$ cat src/rtl/reaction_timer_pkg.sv
// -----------------------------------------------------------------------------
// reaction_timer_pkg
// Shared definitions for the reaction-time tester timing stage.
//   state_e          : FSM state encoding (IDLE=0, WAIT=1, REACT=2, RESULT=3)
//   MS_W             : width of every millisecond quantity
//   DEF_TIMEOUT_MS   : default reaction limit in ms
//   DEF_MIN_DELAY_MS : default fixed part of the fore-period in ms
// -----------------------------------------------------------------------------
package reaction_timer_pkg;

  localparam int MS_W             = 14;
  localparam int DEF_TIMEOUT_MS   = 9999;
  localparam int DEF_MIN_DELAY_MS = 1000;

  typedef enum logic [1:0] {
    IDLE   = 2'd0,
    WAIT   = 2'd1,
    REACT  = 2'd2,
    RESULT = 2'd3
  } state_e;

endpackage

$ cat src/rtl/reaction_timer_ms_prescaler.sv
// -----------------------------------------------------------------------------
// ms_prescaler
// Free-running divider producing a one-cycle tick every TPM clock cycles.
// Also used by the display refresh logic.
//   clk  in  system clock
//   rst  in  synchronous active-high reset
//   clr  in  synchronous restart: count returns to 0 at the next edge
//   tick out high for one cycle while the count sits at TPM-1 (wrap point)
// -----------------------------------------------------------------------------
module ms_prescaler #(
  parameter int TPM = 100_000
) (
  input  logic clk,
  input  logic rst,
  input  logic clr,
  output logic tick
);

  localparam int CW = (TPM > 1) ? $clog2(TPM) : 1;

  logic [CW-1:0] cnt;

  assign tick = (cnt == CW'(TPM - 1));

  always_ff @(posedge clk) begin
    if (rst || clr) begin
      cnt <= '0;
    end else if (tick) begin
      cnt <= '0;
    end else begin
      cnt <= cnt + 1'b1;
    end
  end

endmodule

$ cat src/rtl/reaction_timer.sv
// -----------------------------------------------------------------------------
// reaction_timer
// Timing stage of the reaction-time tester. A start request latches a random
// fore-period, waits it out, lights the stimulus LED and then measures the
// time to the player's button press in whole milliseconds. False starts and
// timeouts are flagged; rand_reload asks the generator for a fresh word.
//
// Optional feature macro: REACTION_TIMER_BEST_EN adds the best_ms output
// (minimum valid reaction time since reset).
//
// Ports:
//   clk          in   system clock
//   rst          in   synchronous active-high reset
//   start        in   one-cycle start request (ignored in WAIT and REACT)
//   btn          in   player button level, already synchronised/debounced
//   rand_word    in   16-bit random word ("rand" is a reserved word in SV)
//   rand_reload  out  one-cycle pulse: generator should advance
//   led          out  stimulus LED
//   busy         out  high in WAIT and REACT
//   done         out  one-cycle pulse on entry to RESULT
//   result_ms    out  measured reaction time in ms
//   false_start  out  button seen before the stimulus
//   timeout      out  no press within TIMEOUT_MS
//   dbg_state    out  current FSM state (state_e encoding)
//   best_ms      out  best valid result since reset (REACTION_TIMER_BEST_EN)
//
// Handshake: start is a fire-and-forget pulse with no ready; it is accepted
// only in IDLE/RESULT. done is a single-cycle pulse with result_ms and the
// flags valid in the same cycle and held until the next accepted start.
// -----------------------------------------------------------------------------
module reaction_timer
  import reaction_timer_pkg::*;
#(
  parameter int CLK_HZ       = 100_000_000,
  parameter int MIN_DELAY_MS = DEF_MIN_DELAY_MS,
  parameter int RAND_BITS    = 11,
  parameter int TIMEOUT_MS   = DEF_TIMEOUT_MS
) (
  input  logic            clk,
  input  logic            rst,
  input  logic            start,
  input  logic            btn,
  input  logic [15:0]     rand_word,
  output logic            rand_reload,
  output logic            led,
  output logic            busy,
  output logic            done,
  output logic [MS_W-1:0] result_ms,
  output logic            false_start,
  output logic            timeout,
  output logic [1:0]      dbg_state
`ifdef REACTION_TIMER_BEST_EN
  ,
  output logic [MS_W-1:0] best_ms
`endif
);

  localparam int              TPM = CLK_HZ / 1000;
  localparam logic [MS_W-1:0] TMO = MS_W'(TIMEOUT_MS);

  state_e          state;
  logic            go;        // start accepted, WAIT entered at the next edge
  logic [MS_W-1:0] delay_ms;
  logic [MS_W-1:0] ms_cnt;
  logic            btn_q;     // btn sampled at each edge
  logic            btn_prev;  // btn_q one edge earlier, for edge detection
  logic            tick;
  logic            clr;
  logic            start_ok;
  logic            rise;
  logic            unused_rand;

  // Only the low RAND_BITS of the random word contribute to the fore-period.
  assign unused_rand = ^rand_word;

  assign dbg_state = state;
  assign start_ok  = start && !go && ((state == IDLE) || (state == RESULT));
  assign rise      = btn_q && !btn_prev;

  // Timebase restarts when a start is accepted (so the fore-period is counted
  // from that edge) and again when the stimulus lights.
  assign clr = start_ok || ((state == WAIT) && !btn_q && (ms_cnt == delay_ms));

  ms_prescaler #(
    .TPM (TPM)
  ) u_prescaler (
    .clk  (clk),
    .rst  (rst),
    .clr  (clr),
    .tick (tick)
  );

  // Millisecond counter, saturating at the reaction limit.
  always_ff @(posedge clk) begin
    if (rst || clr) begin
      ms_cnt <= '0;
    end else if (tick && (ms_cnt != TMO)) begin
      ms_cnt <= ms_cnt + 1'b1;
    end
  end

  always_ff @(posedge clk) begin
    if (rst) begin
      state       <= IDLE;
      go          <= 1'b0;
      delay_ms    <= '0;
      btn_q       <= 1'b0;
      btn_prev    <= 1'b0;
      rand_reload <= 1'b0;
      led         <= 1'b0;
      busy        <= 1'b0;
      done        <= 1'b0;
      result_ms   <= '0;
      false_start <= 1'b0;
      timeout     <= 1'b0;
    end else begin
      btn_q       <= btn;
      // A press held through WAIT is a false start, so btn_prev is always low
      // on entry to REACT and the edge detector starts out clear.
      btn_prev    <= btn_q;
      done        <= 1'b0;
      rand_reload <= 1'b0;

      if (start_ok) begin
        go       <= 1'b1;
        delay_ms <= MS_W'(MIN_DELAY_MS) + MS_W'(rand_word[RAND_BITS-1:0]);
      end

      case (state)
        IDLE, RESULT: begin
          if (go) begin
            go          <= 1'b0;
            state       <= WAIT;
            busy        <= 1'b1;
            rand_reload <= 1'b1;
            result_ms   <= '0;
            false_start <= 1'b0;
            timeout     <= 1'b0;
          end
        end

        WAIT: begin
          // False start checked first: it wins over the fore-period expiring.
          if (btn_q) begin
            state       <= RESULT;
            false_start <= 1'b1;
            result_ms   <= '0;
            done        <= 1'b1;
            busy        <= 1'b0;
          end else if (ms_cnt == delay_ms) begin
            state <= REACT;
            led   <= 1'b1;
          end
        end

        REACT: begin
          // A press in the same cycle as the limit still counts as a press.
          if (rise) begin
            state     <= RESULT;
            result_ms <= ms_cnt;
            done      <= 1'b1;
            busy      <= 1'b0;
            led       <= 1'b0;
          end else if (ms_cnt == TMO) begin
            state     <= RESULT;
            timeout   <= 1'b1;
            result_ms <= TMO;
            done      <= 1'b1;
            busy      <= 1'b0;
            led       <= 1'b0;
          end
        end

        default: state <= IDLE;
      endcase
    end
  end

`ifdef REACTION_TIMER_BEST_EN
  // Updated on the edge that raises done for a genuine button press.
  always_ff @(posedge clk) begin
    if (rst) begin
      best_ms <= 14'h3FFF;
    end else if ((state == REACT) && rise && (ms_cnt < best_ms)) begin
      best_ms <= ms_cnt;
    end
  end
`endif

endmodule

$ cat config.mk
export PLATFORM = sky130hd
export DESIGN_NAME = reaction_timer
export DESIGN_NICKNAME = d
export VERILOG_FILES = /design/src/rtl/reaction_timer_pkg.sv /design/src/rtl/reaction_timer_ms_prescaler.sv /design/src/rtl/reaction_timer.sv
export SDC_FILE = /design/constraint.sdc
export NUM_CORES = 1
export LEC_CHECK = 0
export CELL_PAD_IN_SITES_DETAIL_PLACEMENT = 2
export CELL_PAD_IN_SITES_GLOBAL_PLACEMENT = 2
export CORE_MARGIN = 2
export CORE_UTILIZATION = 35
export DETAILED_ROUTE_END_ITERATION = 16
export PLACE_DENSITY = 0.9
export SLEW_MARGIN = 20
export SYNTH_ARGS = -nofsm -noshare
export SYNTH_HDL_FRONTEND = slang
export SYNTH_SLANG_ARGS = --single-unit
$ cat constraint.sdc
create_clock -name clk -period 5.4 [get_ports clk]
set_input_delay 1.62 -clock clk [delete_from_list [all_inputs] [get_ports clk]]
set_output_delay 1.62 -clock clk [all_outputs]
set_load 0.005 [all_outputs]
# == Yosys cells after proc, flatten, opt, wreduce, memory -nomap -nowiden ==
# Index checks and enable logic that the tools add are counted.
# W data, S select, Z words.
# word_totals
reg_bits,70
latch_bits,0
mem_bits_rw,0
romBits,0
in_bits,20
output_inout_bits,22
word_cells,90
n_memories,0
# op_classes
add_sub_neg,3
mul,0
n_div,0
order_cmp,0
eq_ne,15
shift,0
n_mux,33
bitwise_logic,1
n_reduce_logical,24
# op_table
op,n
$mux W14,4
$pmux W14 S3,1
$add A17 B1 Y17 const B,1
$eq A17 B17 Y1 const B,1
$mux W1,17
$add A14 B1 Y14 const B,1
$eq A14 B14 Y1,1
$eq A14 B14 Y1 const B,1
$ne A14 B14 Y1 const B,1
$add A10 B11 Y12 const A,1
$mux W2,5
$ne A2 B2 Y1 const B,5
$reduce_and A3 Y1,3
$pmux W1 S2,4
$reduce_and A4 Y1,2
$logic_and A1 B1 Y1,6
$pmux W2 S3,1
$reduce_bool A2 Y1,3
$reduce_or A2 Y1,3
$eq A2 B2 Y1 const B,2
$logic_not A1 Y1,3
$logic_or A1 B1 Y1,3
$ne A3 B2 Y1 const B,1
$ne A3 B3 Y1 const B,1
5 further kinds,5

# == Depth between registers and ports, before layout ==
# Gate-level depths: netlist of run 1.
# depth
word_depth,6
depth_mapped,9
ltp_nobuf,7

# == Cells and area by module ==
# Synthesis of run 1 repeated with hierarchy kept, for this count alone.
# hier_totals
cells_unflattened,371
area_unflattened_um2,3243.1
# by_module_without_submodules
module,n_inst,cells_each,area_each_um2,seq_area_each_um2
reaction_timer,1,282,2442.3,1021.0
ms_prescaler,1,89,800.8,340.3

# == Worst setup path before layout of run 1 ==
# OpenSTA, ideal clock, no wires.
# synth_path
kind,input -> register
start,input port rand_word[3]
end,register delay_ms[9]
setup_time_ns,0.091
arrival_time_ns,2.853
t_required_ns,5.309
slack_ns,2.456
path_stages,4
path_buffers,0
path_cell_list,ha_1 -> or3_1 -> or4_1 -> a311oi_1
# synth_via
elab_chain_len,1
# synth_rtl
element,line,text
from (decl),reaction_timer.sv:43,"input logic [15:0] rand_word,"
$add A10 B11 Y12,reaction_timer.sv:126,delay_ms <= MS_W'(MIN_DELAY_MS) + MS_W'(rand_word[RAND_BITS-1:0]);
to (signal assigned),reaction_timer.sv:126,
to (decl),reaction_timer.sv:63,logic [MS_W-1:0] delay_ms;
# Every way passes these cells.
# A chain may end at the register's enable or synchronous reset.

==> reports/qor.csv, run 1 <==
stage,metric,value,unit
outcome,status,finished clean,
global_route,GRT Util Overall,0.196,
setup_path,CP Capture Type,flop,
setup_path,CP max stage cell,nor3b_1,
placed_design,routability cong.,0.786,
drt,final WL,9.17,mm
drt,met3 wire length,234,µm
setup_path,crit path max fanout,26,
logic_synthesis,"Avg Cell Area, Syn",8.53,µm²
sta,Fin. Hold Viols,0,
setup_path,CP Class,in2reg,
clocking,cts repair resizes,0,
die,Die Area,0.00989,mm²
setup_path,Bufs and invs on worst path,2,
drt,routed wl met2,4.53,mm
logic_synthesis,Synth area leaders,"dfxtp_1 (43%), xor2_1 (7.1%), nor2_1 (5.2%), nand2_1 (4.9%), a21oi_1 (4.1%)",
clocking,root buffer cell,clkbuf_8,
final_layout,fin area,0.00382,mm²
final_layout,Layout Cells excl Fill,518,
drt,M1 wire length,4.23,mm
logic_synthesis,sequential area share after synthesis,0.427,
drt,Post-route DRC,0,
drt,via-per-instance ratio,5.44,
sta,Slew @ Worst Pin,0.802,ns
logic_synthesis,register bit total from synthesis,68,
sta,total negative setup slack,0,ns
die,Core Footprint,0.00876,mm²
setup_path,CP peak stage delay,0.70,ns
clocking,Hold Buf Count CTS,0,
clocking,"CTS clk-pin slew, worst paths",0.08,ns
sta,RSZ-0062 raised after global routing,false,
logic_synthesis,synthesized net count,399,
placed_design,Placed Area,0.00361,mm²
worst_hold_path,Hold Crit Class,reg2reg,
setup_path,Worst setup SP type,input pin,
sta,worst-case clock skew,0.0101,ns
placed_design,HPWL after DPL,6.42,mm
logic_synthesis,number of synthesized flops with an enable pin,0,
placed_design,DP Cell Count,502,
power,P_leak,1.35,nW
final_layout,Filler cells,979,
drt,via count,2819,
setup_path,Worst Path Arrival,3.67,ns
sta,Setup Viol. Count Final,0,
die,total I/O pin count,42,
sta,"Slew Viols, Final",0,
drt,1st-pass router iterations,4,
clocking,CTS tree,built,
die,Initial Util,0.364,
sta,Tmin final,3.38,ns
setup_path,crit path cell chain,clkdlybuf4s50_1 -> buf_4 -> nor3b_1 -> nand3_1 -> nand2_1,
clocking,Worst-Skew Late Latency,0.35,ns
drt,detailed-route wire length per cell,17.7,µm
final_layout,area grow syn2layout,19.7,%
setup_path,critical path required time,5.69,ns
final_layout,"most common cell after layout, fill and taps aside",dfxtp_1,
logic_synthesis,mapped cell area,0.00319,mm²
logic_synthesis,YS warnings,0,
logic_synthesis,Cell variety after synth,46,
die,Die Wd,99.5,µm
logic_synthesis,top-area cell type share of the netlist area,0.427,
sta,worst hold slack,0.460,ns
sta,final worst-path cycle share,0.626,
final_layout,most frequent cells in the layout,"dfxtp_1 (68), nor2_1 (44), nand2_1 (42)",
global_route,initial antenna violation count,0,
final_layout,fraction of layout cells with a size suffix above 1,0.0610,
logic_synthesis,post-synth top area cell,dfxtp_1,
logic_synthesis,Async SR Flop Fraction,0,
clocking,post-CTS setup buffers,0,
final_layout,nets@finish,430,
placed_design,number of port buffers,36,
clocking,clock buffer depth,2,
sta,Slew Limit Headroom,0.464,
clocking,TritonCTS Buffers,9,
logic_synthesis,Syn Inst Count,374,
power,Worst VDD drop,0.147,mV
clocking,Clock Sinks,68,
logic_synthesis,Synth Flop Type,dfxtp_1,
drt,initial DRC count,59,
final_layout,"Core Util, Final",0.436,
drt,antenna-violating nets left,0,
run,Max-cap violations,0,
final_layout,ant diodes,0,
setup_path,CP top delay family,buffers and inverters,
die,# rows,34,
die,chip height,99.5,µm
global_route,GRT overflow,0,
sta,Max Freq,296,MHz
power,Pwr Density,391,mW/mm²
global_route,first-pass GRT wire length,15.5,mm
drt,Max Used Layer,met4,
global_route,largest net degree at the start of global routing,27,
global_route,vias in the first global route,3094,
clocking,# H-tree levels,3,
-- cell families after synthesis --
family / share of synthesized area
AND/OR/NAND/NOR: 0.273
flip-flops: 0.427
AO/OA/AOI/OAI: 0.131
XOR/XNOR: 0.104
buffers and inverters: 0.0381
adder cells (fa/ha/maj): 0.0196
multiplexers: 0.00628
-- registers in the layout, summed over array words and instances, names as in the netlist, 2 cells and up --
name,cells
dbg_state,2
ms_cnt,14
u_prescaler.cnt,17
result_ms,14
delay_ms,12
-- cell type report --
class	count	area, µm²	share of cell area
clock buffer	10	138	0.0361
clock inverter	6	63.8	0.0167
inverter	9	33.8	0.00885
multi-input combinational	279	1710	0.448
sequential	68	1360	0.357
tap	108	135	0.0354
timing repair buffer	38	375	0.0983
-- through the flow --
stage | setup WS, ns | power [mW]
floorplan | 2.46 | 0.922
global placement | 1.75 | 1.03
detailed placement | 1.60 | 1.06
CTS | 1.94 | 1.51
global route | 1.83 | 1.59
finish | 2.02 | 1.49
-- synthesized netlist by cell type (6+ instances only) --
master	instances
xnor2_1	12
inv_1	9
nand3_1	19
a21oi_1	26
nand2_1	42
nand3b_1	6
clkbuf_1	12
nor2_1	44
xor2_1	26
o211ai_1	9
dfxtp_1	68
a211oi_1	8
o21ai_0	7
nand4_1	10
or3_1	8
-- worst register-to-register path, delay by kind of cell (launching register included) --
kind                       cells  cell delay (ns)
DFF                            1             0.37
and+or+nand+nor                4             1.51
adders and majority gates      1             0.42
AOI/OAI and AO/OA              1             0.33
buffers and inverters          1             0.08
-- layer usage --
metal	vias to the layer above	track usage
li1	1376	-
met1	1380	0.241
met2	47	0.339
met3	16	0.0295
met4	0	0.0843
met5	-	0
-- where the power goes --
part	switching, mW	total, mW	internal (mW)	leakage (nW)
Clock	0.205	0.430	0.225	0.0983
Sequential	0.0422	0.595	0.553	0.551
Combinational	0.305	0.468	0.163	0.701
Total	0.552	1.49	0.941	1.35
-- path summary, 6_finish.rpt --
kind	start	end	slack, ns	depth (start not counted)
setup / recovery	rst	result_ms[4]$_SDFFE_PP0P_	2.02	5
hold reg to reg	result_ms[10]$_SDFFE_PP0P_	result_ms[10]$_SDFFE_PP0P_	0.46	2
setup reg to reg	dbg_state[0]$_SDFFE_PP0P_	ms_cnt[1]$_SDFFE_PP0P_	2.54	7
hold / removal	result_ms[10]$_SDFFE_PP0P_	result_ms[10]$_SDFFE_PP0P_	0.46	2
Note: power is estimated with default switching activity, not from simulation.
==> inputs of run 2 (changes only) <==
--- a/config.mk
+++ b/config.mk
@@ -8,9 +8,9 @@
 export CELL_PAD_IN_SITES_DETAIL_PLACEMENT = 2
 export CELL_PAD_IN_SITES_GLOBAL_PLACEMENT = 2
 export CORE_MARGIN = 2
-export CORE_UTILIZATION = 35
+export CORE_UTILIZATION = 30
 export DETAILED_ROUTE_END_ITERATION = 16
-export PLACE_DENSITY = 0.9
+export PLACE_DENSITY = 0.83
 export SLEW_MARGIN = 20
 export SYNTH_ARGS = -nofsm -noshare
 export SYNTH_HDL_FRONTEND = slang
==> constraint.sdc (replaced) <==
create_clock -name clk -period 2.8 [get_ports clk]
set_input_delay 0.84 -clock clk [delete_from_list [all_inputs] [get_ports clk]]
set_output_delay 0.84 -clock clk [all_outputs]
set_load 0.005 [all_outputs]
==> run 2 against run 1 <==
- final area rose by 3.8%
- routed wire length rose by 6.8%
- via count rose by 3.7%
- count of clock-buffer cells in the layout rose by 2
- cell count rose by 8.5%
- clock power rose by 93%
- register-to-register slack got worse by 2.2 ns
- setup slack got worse by 1.7 ns
- global-route usage fell by 1.5 points
- worst hold slack got worse by 0.0063 ns
- core utilization fell by 5.2 points
- sequential share of layout area fell by 1.3 points
- critical endpoint is now result_ms[12]$_SDFFE_PP0P_
==> reports/qor.csv, run 2 (synthesis gave the netlist of run 1 again) <==
stage,metric,value,unit,change
drt,via-per-instance ratio,5.20,,-4.5%
clocking,Worst-Skew Late Latency,0.35,ns,about the same
worst_hold_path,Hold Crit Class,reg2reg,,
run,Max-cap violations,0,,unchanged
global_route,first-pass GRT wire length,16.3,mm,+5.1%
power,Power Total,2.95,mW,+98%
sta,Slew @ Worst Pin,0.537,ns,-0.264 ns
global_route,largest net degree at the start of global routing,18,,-33%
die,Die Area,0.0115,mm²,+16%
clocking,root buffer cell,clkbuf_8,,
power,NetSw,1.08,mW,+96%
die,Die Wd,107,µm,+7.7%
final_layout,area grow syn2layout,24.2,%,
drt,via count,2922,,+3.7%
sta,Fin. Hold Viols,0,,unchanged
power,clock power share,0.280,,-0.008
sta,worst-case clock skew,0.0130,ns,+0.00287 ns
clocking,Clock Sinks,68,,unchanged
global_route,vias in the first global route,3207,,+3.7%
final_layout,"most common cell after layout, fill and taps aside",dfxtp_1,,
die,Core Footprint,0.0103,mm²,+18%
die,chip height,107,µm,+7.7%
power,Pwr Density,746,mW/mm²,+91%
power,Worst VDD drop,0.232,mV,+58%
power,P_leak,1.43,nW,+6.2%
power,combinational share of power,0.331,,+0.017
drt,final WL,9.79,mm,+6.8%
clocking,cts repair resizes,0,,unchanged
setup_path,critical path required time,3.08,ns,-2.61 ns
clocking,post-CTS setup buffers,0,,unchanged
clocking,TritonCTS Buffers,9,,unchanged
placed_design,DP Cell Count,546,,+8.8%
clocking,# H-tree levels,3,,unchanged
drt,1st-pass router iterations,4,,unchanged
outcome,status,finished clean,,
final_layout,number of flip-flops in the largest register,17,,unchanged
final_layout,most frequent cells in the layout,"dfxtp_1 (68), nor2_1 (44), nand2_1 (42)",,
global_route,GRT Util Overall,0.181,,-0.0149
final_layout,fin area,0.00396,mm²,+3.8%
placed_design,HPWL after DPL,6.87,mm,+7.0%
final_layout,"Core Util, Final",0.384,,-0.0519
setup_path,crit path max fanout,16,,-38%
drt,Post-route DRC,0,,unchanged
sta,final worst-path cycle share,0.877,,
placed_design,number of port buffers,36,,unchanged
clocking,"CTS clk-pin slew, worst paths",0.08,ns,about the same
drt,detailed-route wire length per cell,17.4,µm,-1.6%
placed_design,Post-Place Setup Slack,0.0658,ns,-1.53 ns
sta,Setup Viol. Count Final,0,,unchanged
die,Initial Util,0.309,,-0.0550
final_layout,Biggest register,u_prescaler.cnt,,
final_layout,ant diodes,0,,unchanged
power,Int Pwr,1.87,mW,+99%
die,total I/O pin count,42,,unchanged
setup_path,Worst Path Arrival,2.74,ns,-0.93 ns
placed_design,routability cong.,0.793,,+0.88%
global_route,GRT overflow,0,,unchanged
drt,antenna-violating nets left,0,,unchanged
sta,"Slew Viols, Final",0,,unchanged
final_layout,Largest regs,"u_prescaler.cnt (17), ms_cnt (14), result_ms (14)",,
sta,Max Freq,407,MHz,
sta,Tmin final,2.46,ns,
sta,worst hold slack,0.454,ns,-0.00627 ns
clocking,CTS tree,built,,
power,Switching Share,0.367,,-0.00257
sta,total negative setup slack,0,ns,unchanged
setup_path,Worst setup SP type,flop,,
power,sequential share of power,0.389,,-0.010
sta,Slew Limit Headroom,0.641,,+0.176
clocking,Hold Buf Count CTS,0,,unchanged
die,# rows,37,,+8.8%
setup_path,CP Capture Type,flop,,
setup_path,CP Class,reg2reg,,
sta,setup ws final,0.344,ns,-1.68 ns
final_layout,fraction of layout cells with a size suffix above 1,0.0892,,+0.0282
drt,initial DRC count,127,,+120%
final_layout,Layout Cells excl Fill,562,,+8.5%
sta,RSZ-0062 raised after global routing,false,,
final_layout,nets@finish,446,,+3.7%
final_layout,Filler cells,1157,,+18%
global_route,initial antenna violation count,0,,unchanged
placed_design,Placed Area,0.00377,mm²,+4.3%
clocking,clock buffer depth,2,,unchanged
[run 2: layout make-up]
cell class	instances	area (µm²)	area share
Sequential cell	68	1360	0.344
Clock inverter	4	48.8	0.0123
Clock buffer	12	145	0.0366
Multi-Input combinational cell	279	1710	0.431
Inverter	9	33.8	0.00853
Tap cell	136	170	0.0430
Timing Repair Buffer	54	495	0.125
[run 2: worst max-delay path, stage by stage, from the launching register on]
cell	delay [ns]
dfxtp_1	0.37
or4b_1	0.51
or4_4	0.66
a211oi_4	0.45
buf_4	0.22
nand3_1	0.08
nand2_1	0.09
[run 2: worst paths after layout]
path	startpoint	endpoint	slack [ns]	depth (start not counted)
worst min-delay path	result_ms[13]$_SDFFE_PP0P_	result_ms[13]$_SDFFE_PP0P_	0.45	2
worst min register to register	result_ms[13]$_SDFFE_PP0P_	result_ms[13]$_SDFFE_PP0P_	0.45	2
worst max register to register	ms_cnt[12]$_SDFFE_PP0P_	result_ms[12]$_SDFFE_PP0P_	0.34	6
worst max-delay path	ms_cnt[12]$_SDFFE_PP0P_	result_ms[12]$_SDFFE_PP0P_	0.34	6
[run 2: metal layers]
metal	vias up	GRT usage	routed length, µm
li1	1405	-	-
met1	1449	0.216	4370
met2	51	0.322	4950
met3	17	0.0261	254
met4	0	0.0733	215
met5	-	0	0
[run 2: power groups by stage]
stage	registers, mW	clock network [mW]	logic [mW]
final	1.15	0.828	0.978
after global routing	1.16	0.884	1.08
after CTS	1.15	0.842	0.990
after detailed placement	1.17	0	0.945
after global placement	1.17	0	0.895
after floorplan	1.15	0	0.627
==> inputs of run 3 (changes only) <==
--- a/config.mk
+++ b/config.mk
@@ -9,8 +9,10 @@
 export CELL_PAD_IN_SITES_GLOBAL_PLACEMENT = 2
 export CORE_MARGIN = 2
 export CORE_UTILIZATION = 30
+export CTS_CLUSTER_DIAMETER = 60
 export DETAILED_ROUTE_END_ITERATION = 16
 export PLACE_DENSITY = 0.83
+export SKIP_LAST_GASP = 1
 export SLEW_MARGIN = 20
 export SYNTH_ARGS = -nofsm -noshare
 export SYNTH_HDL_FRONTEND = slang
==> results of run 3 <==
Final layout, timing and power as in run 2 (identical DEF).
